## src/rtl/uart_tx_dev_if.sv

```systemverilog
// Bridge-side device bus for the UART transmitter: write strobe, byte address,
// write data and the combinational read-back path.
interface uart_tx_dev_if;
  logic        we;
  logic [3:0]  addr;
  logic [31:0] wd;
  logic [31:0] rd;

  modport master (output we, output addr, output wd, input rd);
  modport slave  (input we, input addr, input wd, output rd);
endinterface

```

## src/rtl/uart_tx_dev.sv

```systemverilog
// Memory-mapped 8N1 UART transmitter: byte FIFO, programmable bit divisor,
// status/control registers and a drain interrupt.
module uart_tx_dev #(
  parameter int unsigned FIFO_DEPTH  = 4,
  parameter logic [15:0] DEFAULT_DIV = 16'd217
) (
  input  logic         clk,
  input  logic         sys_rstn,
  uart_tx_dev_if.slave bus,
  output logic         uart_txd,
  output logic         irq
);

  localparam int unsigned PTR_W = (FIFO_DEPTH > 1) ? $clog2(FIFO_DEPTH) : 1;
  localparam int unsigned CNT_W = PTR_W + 1;

  typedef enum logic [1:0] {IDLE, START, DATA, STOP} state_e;

  state_e             state_q, state_d;
  logic [15:0]        tmr_q, tmr_d;
  logic [15:0]        divl_q, divl_d;
  logic [2:0]         bit_q, bit_d;
  logic [7:0]         shift_q, shift_d;
  logic               txd_q, txd_d;
  logic               irq_q, irq_d;

  logic [15:0]        div_q;
  logic               tx_en_q, irq_en_q, ovf_q;
  logic [7:0]         mem_q [FIFO_DEPTH];
  logic [PTR_W-1:0]   wptr_q, rptr_q;
  logic [CNT_W-1:0]   count_q, count_d;

  logic               wr_data, wr_div, wr_ctrl;
  logic               empty, full, push, pop, launch, tick;
  logic [2:0]         cnt_sat;
  logic               unused_bits;

  assign wr_data = bus.we && (bus.addr[3:2] == 2'd0);
  assign wr_div  = bus.we && (bus.addr[3:2] == 2'd2);
  assign wr_ctrl = bus.we && (bus.addr[3:2] == 2'd3);

  assign empty = (count_q == CNT_W'(0));
  assign full  = (count_q == CNT_W'(FIFO_DEPTH));
  assign push  = wr_data && !full;
  assign tick  = (tmr_q == (divl_q - 16'd1));

  assign unused_bits = ^{bus.wd[31:16], bus.addr[1:0]};

  // Frame sequencer; txd_d is the line level for the state being entered.
  always_comb begin
    state_d = state_q;
    tmr_d   = tmr_q;
    divl_d  = divl_q;
    bit_d   = bit_q;
    shift_d = shift_q;
    txd_d   = txd_q;
    launch  = 1'b0;
    pop     = 1'b0;
    case (state_q)
      IDLE: begin
        txd_d = 1'b1;
        if (tx_en_q && !empty) launch = 1'b1;
      end
      START: begin
        if (tick) begin
          state_d = DATA;
          tmr_d   = 16'd0;
          bit_d   = 3'd0;
          txd_d   = shift_q[0];
        end else begin
          tmr_d = tmr_q + 16'd1;
        end
      end
      DATA: begin
        if (tick) begin
          tmr_d = 16'd0;
          if (bit_q == 3'd7) begin
            state_d = STOP;
            txd_d   = 1'b1;
          end else begin
            shift_d = shift_q >> 1;
            bit_d   = bit_q + 3'd1;
            txd_d   = shift_q[1];
          end
        end else begin
          tmr_d = tmr_q + 16'd1;
        end
      end
      STOP: begin
        if (tick) begin
          tmr_d = 16'd0;
          if (tx_en_q && !empty) begin
            launch = 1'b1;
          end else begin
            state_d = IDLE;
            txd_d   = 1'b1;
          end
        end else begin
          tmr_d = tmr_q + 16'd1;
        end
      end
      default: begin
        state_d = IDLE;
        txd_d   = 1'b1;
      end
    endcase
    // Start of a frame: pop the head and freeze the divisor for its duration.
    if (launch) begin
      pop     = 1'b1;
      state_d = START;
      shift_d = mem_q[rptr_q];
      divl_d  = (div_q == 16'd0) ? 16'd1 : div_q;
      tmr_d   = 16'd0;
      txd_d   = 1'b0;
    end
  end

  always_comb begin
    count_d = count_q;
    case ({push, pop})
      2'b10:   count_d = count_q + CNT_W'(1);
      2'b01:   count_d = count_q - CNT_W'(1);
      default: count_d = count_q;
    endcase
  end

  assign irq_d = irq_en_q && empty && (state_q == IDLE);

  always_ff @(posedge clk) begin
    if (!sys_rstn) begin
      state_q  <= IDLE;
      tmr_q    <= 16'd0;
      divl_q   <= 16'd1;
      bit_q    <= 3'd0;
      shift_q  <= 8'd0;
      txd_q    <= 1'b1;
      irq_q    <= 1'b0;
      div_q    <= DEFAULT_DIV;
      tx_en_q  <= 1'b1;
      irq_en_q <= 1'b0;
      ovf_q    <= 1'b0;
      wptr_q   <= '0;
      rptr_q   <= '0;
      count_q  <= '0;
    end else begin
      state_q <= state_d;
      tmr_q   <= tmr_d;
      divl_q  <= divl_d;
      bit_q   <= bit_d;
      shift_q <= shift_d;
      txd_q   <= txd_d;
      irq_q   <= irq_d;
      count_q <= count_d;
      if (push) wptr_q <= wptr_q + PTR_W'(1);
      if (pop)  rptr_q <= rptr_q + PTR_W'(1);
      if (wr_div) div_q <= bus.wd[15:0];
      if (wr_ctrl) begin
        tx_en_q  <= bus.wd[0];
        irq_en_q <= bus.wd[1];
      end
      // A dropped push wins over a same-cycle clear.
      if (wr_data && full)             ovf_q <= 1'b1;
      else if (wr_ctrl && bus.wd[2])   ovf_q <= 1'b0;
    end
  end

  always_ff @(posedge clk) begin
    if (push) mem_q[wptr_q] <= bus.wd[7:0];
  end

  always_comb begin
    cnt_sat = 3'd0;
    if (32'(count_q) > 32'd7) cnt_sat = 3'd7;
    else                      cnt_sat = 3'(count_q);
  end

  always_comb begin
    bus.rd = 32'd0;
    case (bus.addr[3:2])
      2'd1:    bus.rd = {25'd0, ovf_q, cnt_sat, empty, full, (state_q != IDLE)};
      2'd2:    bus.rd = {16'd0, div_q};
      2'd3:    bus.rd = {30'd0, irq_en_q, tx_en_q};
      default: bus.rd = 32'd0;
    endcase
  end

  assign uart_txd = txd_q;
  assign irq      = irq_q;

endmodule

```

## src/flat_wrapper.sv

```systemverilog
// flat-port wrapper written by rule: the top's interface ports become plain ports
module uart_tx_dev_flat 
#(
  parameter int unsigned FIFO_DEPTH  = 4,
  parameter logic [15:0] DEFAULT_DIV = 16'd217
)
  (clk, sys_rstn, uart_txd, irq, bus_we, bus_addr, bus_wd, bus_rd);
  uart_tx_dev_if bus_i ();
  input  logic clk;
  input  logic sys_rstn;
  output logic uart_txd;
  output logic irq;
  input wire logic [$bits(bus_i.we)-1:0] bus_we;
  input wire logic [$bits(bus_i.addr)-1:0] bus_addr;
  input wire logic [$bits(bus_i.wd)-1:0] bus_wd;
  output wire logic [$bits(bus_i.rd)-1:0] bus_rd;
  assign bus_i.we = bus_we;
  assign bus_i.addr = bus_addr;
  assign bus_i.wd = bus_wd;
  assign bus_rd = bus_i.rd;
  uart_tx_dev #(.FIFO_DEPTH(FIFO_DEPTH), .DEFAULT_DIV(DEFAULT_DIV)) u_core (.clk(clk), .sys_rstn(sys_rstn), .bus(bus_i), .uart_txd(uart_txd), .irq(irq));
endmodule
```

## config.mk

```make
export PLATFORM = sky130hd
export DESIGN_NAME = uart_tx_dev_flat
export DESIGN_NICKNAME = d
export VERILOG_FILES = /design/src/rtl/uart_tx_dev_if.sv /design/src/rtl/uart_tx_dev.sv /design/src/flat_wrapper.sv
export SDC_FILE = /design/constraint.sdc
export NUM_CORES = 1
export LEC_CHECK = 0
export ABC_AREA = 0
export CORE_MARGIN = 2
export CORE_UTILIZATION = 45
export CTS_CLUSTER_DIAMETER = 150
export DETAILED_ROUTE_END_ITERATION = 16
export GPL_ROUTABILITY_DRIVEN = 0
export PLACE_DENSITY = 0.75
export SYNTH_ARGS = -nofsm -noshare
export SYNTH_HDL_FRONTEND = slang
export SYNTH_SLANG_ARGS = --single-unit
export TNS_END_PERCENT = 10
```

## constraint.sdc

```tcl
create_clock -name clk -period 8.6 [get_ports clk]
set_clock_uncertainty 0.05 [all_clocks]
set_input_delay 1.72 -clock clk [delete_from_list [all_inputs] [get_ports clk]]
set_output_delay 1.72 -clock clk [all_outputs]
set_load 0.05 [all_outputs]
```

# Word-level counts from Yosys, hierarchy flattened
# Memories as Yosys holds them, arrays and structs flattened. A register that Yosys moved wholly into a read port is not among the register bits.
# Cells that the tools add are included.
[totals] output_inout_bits=34 memories=1 ramBits=32 ff_bits=73 word_cells=113
[mem_list] name="u_core.mem_q" depth=4 word_bits=8 read_ports=1 rd_clocked_by_memory_dff=1 write_ports=1 line_no="uart_tx_dev.sv:29" text="logic [7:0] mem_q [FIFO_DEPTH];"
[op_classes] n_reduce_logical=30 eq_ne=23 add_sub_neg=7 bitwise_logic=1 n_mux=36
[ops] op="one-hot mux 16 bit (3 select lines)" n=1
[ops] op="two-way mux 16 bit" n=2
[ops] op="two-way mux 8 bit" n=4
[ops] op="adder 16 x 1 -> 16 bit (second input constant)" n=1
[ops] op="== test 16 bit" n=1
[ops] op="logical NOT 16 bit" n=1
[ops] op="subtractor 16 x 1 -> 16 bit (second input constant)" n=1
[ops] op="two-way mux 1 bit" n=14
[ops] op="two-way mux 2 bit" n=7
[ops] op="inequality test 3 x 1 -> 1 bit (second input constant)" n=4
[ops] op="one-hot mux 3 bit (2 select lines)" n=2
[ops] op="AND reduction 6 bit" n=2
[ops] op="nonzero test 2 bit" n=6
[ops] op="== test 2 bit (second input constant)" n=5
[ops] op="inequality test 2 x 1 -> 1 bit (second input constant)" n=5
[ops] op="logical AND 1 bit" n=9
[ops] op="two-way mux 3 bit" n=3
[ops] op="AND reduction 4 bit" n=2
[ops] op="adder 3 x 1 -> 3 bit (second input constant)" n=2
[ops] op="== test 2 x 1 -> 1 bit (second input constant)" n=3
[ops] op="== test 3 bit (second input constant)" n=2
[ops] op="one-hot mux 2 bit (3 select lines)" n=1
[ops] op="adder 2 x 1 -> 2 bit (second input constant)" n=2
[ops] op="logical NOT 2 bit" n=2
[ops] op="other kinds (13)" n=15

# Logic depth before layout (Yosys ltp)
[logic_depth] ltp_word=9 depth_mapped=17 ltp_nobuf=15

# Worst setup path after synthesis
# Ideal clock, no wire load.
[synth_path] path_type="input to output" startpoint="input bus_addr[2]" endpoint="output bus_rd[6]" slack_ns=3.960 cell_stages=4 required_time_ns=6.830 arrival_ns=2.870 path_cell_list="clkbuf_1 nor2b_1 clkbuf_1 a22o_1"
[synth_via] elab_chain_cells=2
[synth_rtl] element="start, declared" line_no="flat_wrapper.sv:14" text="input wire logic [$bits(bus_i.addr)-1:0] bus_addr;"
[synth_rtl] element="== test 2 bit / == test 2 x 1 -> 1 bit (equally long branches)" line_no="uart_tx_dev.sv:179" text="case (bus.addr[3:2])"
[synth_rtl] element="one-hot mux 16 bit (3 select lines) *" line_no="uart_tx_dev.sv:179"
[synth_rtl] element="end, declared" line_no="flat_wrapper.sv:16" text="output wire logic [$bits(bus_i.rd)-1:0] bus_rd;"
# Every way passes the cells marked *; elsewhere a longest branch is shown, timed or not.

# Worst setup path after layout
[layout_path] startpoint="input bus_addr[3]" endpoint="output bus_rd[6]"
# Same word-level chain as after synthesis.

==> impl_results.md <==
* H-tree depth reported by CTS at 3
* Status: completed
* DRC errors left at 0
* Final setup violation count at 0
* Vias after detailed routing at a little under 4000
* Initial detailed-routing violation count at around 230
* Avg Synthesized Cell Area at between 9 and 10 um2
* Floorplan die area at about 13000 um2
* Crit path required time at approximately 6800 ps
* Most common library cell in the layout ignoring fill and taps: sky130_fd_sc_hd__dfxtp_1
* Nature of the critical path endpoint: output pin
* Worst-margin pin slew at approximately 1200 ps
* First-pass GRT wire length at around 18 mm
* Post-detailed-routing wire length at approximately 11 mm
* Distinct cell type count of the synthesized netlist at 61
* Wire length on met1 at about 5.1 mm
* Clock Path Buffers at 2
* Hold-fix buffer count after cts at 0
* Vias in the first global route at roughly 3800
* Chip Height at about 110 um
* Synth async-reset ratio at 0%
* Initial antenna violation count at 0
* Fraction of final layout cells sized beyond drive strength 1 at 6.338%
* Achievable Freq at roughly 170 MHz
* Family of cells with the greatest summed delay on the critical path: buffers and inverters
* Worst path bufs/invs at 2
* Power density over the cells at approximately 240 nW/um2
* Core region area at about 11000 um2
* Horizontal die dimension at between 100 and 150 um
* EDFF count, synth at 32
* Shortest period the worst path allows at just under 6000 ps
* TritonCTS Buffers at 9
* Clock tree from TritonCTS: done
* Startpoint class of the critical path: primary input
* Post_cts resized at 0
* Max layer used: met4
* Mapped Area at ~5300 um2
* Initial DRT Pass Iterations at 5
* Skew-Pair Late Insertion Delay at about 350 ps
* Proportion of synthesized chip area in sequential cells at a little under half
* Effective utilization at floorplan at a little under half
* Num ports at 73
* Clk root buf: sky130_fd_sc_hd__clkbuf_16
* Detailed-route vias per instance at approximately 5.5
* Clock Pin Slew Worst Setup and Hold Paths at around 80 ps
* Antenna cells at 0
* Largest stage delay on the critical path at between 800 and 900 ps
* Synthesis Warnings at 0
* Flop and latch count out of synthesis at approximately 110
* Smallest setup slack after layout at 2652 ps
* Data arrival time of the critical path at between 4000 and 5000 ps
* Category of the critical setup timing path: primary input to output pin
* Global-route total usage across every layer at roughly 18%
* Synthesized netlist cell count at around 540
* Most frequent cells in the layout: 75 x sky130_fd_sc_hd__dfxtp_1, 57 x sky130_fd_sc_hd__nor2_1, 52 x sky130_fd_sc_hd__nand2_1
* DR WL/cell at 15.31 um
* Most frequent cell on the critical path: sky130_fd_sc_hd__clkdlybuf4s50_1
* Post-CTS Setup Bufs at 0
* Top_reg_cell synth: sky130_fd_sc_hd__dfxtp_1
* Leak at approximately 0.0024 uW
* Num Clock Sinks at 107
* Max-slew headroom at the worst pin at 15.90%
* Total Power at 1462 uW
* Total Nets Final at approximately 620
* Fin. max-slew vios at 0
* Crit-path max FO at 16
* Share of the clock period used by the worst path at 69.17%
* Number of cell rows at 39
* Final number of hold-violating endpoints at 0
* Maximum ir drop on the vdd rail at about 0.15 mV
* Number of port buffers at 38
* Number of max-cap violations at 0
* DRT antenna net count at 0
* Critical path cell sequence: clkdlybuf4s50_1 -> nor2b_1 -> a22o_1 -> clkdlybuf4s50_1
* Setup slack after placement at 2687 ps
* Maximum number of pins on one net before global-route repair at between 40 and 50
* Unrepaired setup endpoints after global routing: false
* Detail Route met2 WL at roughly 5.2 mm
* Slowest cell on the critical path: sky130_fd_sc_hd__clkdlybuf4s50_1
* Min-Delay Path Class: flip-flop to flip-flop
* Total congestion overflow at 0
* Final sum of negative setup slack at 0 ps
* Met3 wire length at ~430 um
* Area Growth Syn to Fin at 13.67%
* Post-detailed-placement half-perimeter wirelength at approximately 7.8 mm
through the flow:
stage	std cells	cell area, um2	hold slack (ps)	utilization [%]
floorplan	552	5309	397.2	-
global placement	695	5673	417.0	49.68
detailed placement	695	5673	428.3	49.68
CTS	711	5971	439.3	52.29
global route	711	5971	462.5	52.29
finish	711	5971	438.1	52.29
final cells by class:
class                           instances  area, um2
Clock buffer                            9      225.2
Inverter                               18      67.56
Sequential cell                       107       2462
Fill cell                            1001       5448
Tap cell                              143      178.9
Multi-Input combinational cell        387       2569
Clock inverter                          7      72.57
Timing Repair Buffer                   40      395.4
sequential cells by signal (all words and copies together) (netlist names), 2 cells and up, named ones only:
name / flops
u_core.divl_q: 16
u_core.state_q: 2
u_core.div_q: 16
u_core.mem_q: 32
u_core.wptr_q: 2
u_core.shift_q: 8
u_core.bit_q: 3
u_core.tmr_q: 16
u_core.cnt_sat: 3
u_core.rptr_q: 2
power by group:
part | total [uW] | switching [uW] | internal, uW
clock | 407 | 201 | 206
combinational | 457 | 281 | 177
sequential | 598 | 41.0 | 557
total | 1460 | 523 | 939
layer usage:
| metal | track usage (%) | vias up |
|---|---|---|
| met3 | 2.646 | 13 |
| met4 | 6.911 | 0 |
| met5 | 0 | - |
| met1 | 23.81 | 1882 |
| li1 | - | 1923 |
| met2 | 29.98 | 123 |
cell usage after synthesis, types with 2 or more instances:
master,n,area [um2]
sky130_fd_sc_hd__nor3_1,8,40.04
sky130_fd_sc_hd__or3_1,5,31.28
sky130_fd_sc_hd__inv_1,17,63.81
sky130_fd_sc_hd__mux2i_1,26,260.3
sky130_fd_sc_hd__nor2b_1,7,43.79
sky130_fd_sc_hd__o31ai_1,2,15.01
sky130_fd_sc_hd__o21ai_0,12,60.06
sky130_fd_sc_hd__a21oi_1,33,165.2
sky130_fd_sc_hd__a41oi_1,2,17.52
sky130_fd_sc_hd__nand3_1,22,110.1
sky130_fd_sc_hd__buf_2,3,15.01
sky130_fd_sc_hd__and2_1,15,93.84
sky130_fd_sc_hd__mux4_2,8,180.2
sky130_fd_sc_hd__nor4_1,8,50.05
sky130_fd_sc_hd__buf_1,3,11.26
sky130_fd_sc_hd__ha_1,13,162.7
sky130_fd_sc_hd__xor2_1,19,166.4
sky130_fd_sc_hd__and3_1,10,62.56
sky130_fd_sc_hd__a22o_1,7,61.31
sky130_fd_sc_hd__nor2_1,57,214.0
sky130_fd_sc_hd__xnor2_1,17,148.9
sky130_fd_sc_hd__mux2_2,2,22.52
sky130_fd_sc_hd__a211oi_1,3,22.52
sky130_fd_sc_hd__a31oi_1,3,18.77
sky130_fd_sc_hd__edfxtp_1,32,960.9
sky130_fd_sc_hd__or4_1,2,15.01
sky130_fd_sc_hd__clkbuf_1,16,60.06
sky130_fd_sc_hd__a211o_1,2,17.52
sky130_fd_sc_hd__dfxtp_1,75,1501
sky130_fd_sc_hd__nand2_1,52,195.2
sky130_fd_sc_hd__and4_1,2,17.52
sky130_fd_sc_hd__buf_4,17,127.6
sky130_fd_sc_hd__nand2b_1,4,25.02
sky130_fd_sc_hd__nand4_1,6,37.54
cells by family after synthesis:
logic type | Yosys count | share of synthesized area (%)
AND/OR/NAND/NOR | 206 | 19.44
AO/OA/AOI/OAI | 79 | 9.743
buffers and inverters | 58 | 5.574
flip-flops | 107 | 46.88
multiplexers | 36 | 8.814
XOR/XNOR | 36 | 6.003
other | 1 | 0.07139
adder cells (fa/ha/maj) | 14 | 3.478
final timing paths:
check / startpoint / to / slack [ps] / depth (start not counted)
worst min register to register: u_core.shift_q[7] / u_core.shift_q[7] / 440 / 2
worst max-delay path: bus_addr[3] / bus_rd[6] / 2650 / 4
worst min-delay path: u_core.shift_q[7] / u_core.shift_q[7] / 440 / 2
worst max register to register: u_core.divl_q[9] / u_core.cnt_sat[2] / 3780 / 14
tightest hold or removal path, cell delays in order (launching register included):
cell,delay (ps)
sky130_fd_sc_hd__dfxtp_1,320
sky130_fd_sc_hd__nand3_1,70
sky130_fd_sc_hd__a21oi_1,60
Power figures use the tool's default switching activity.
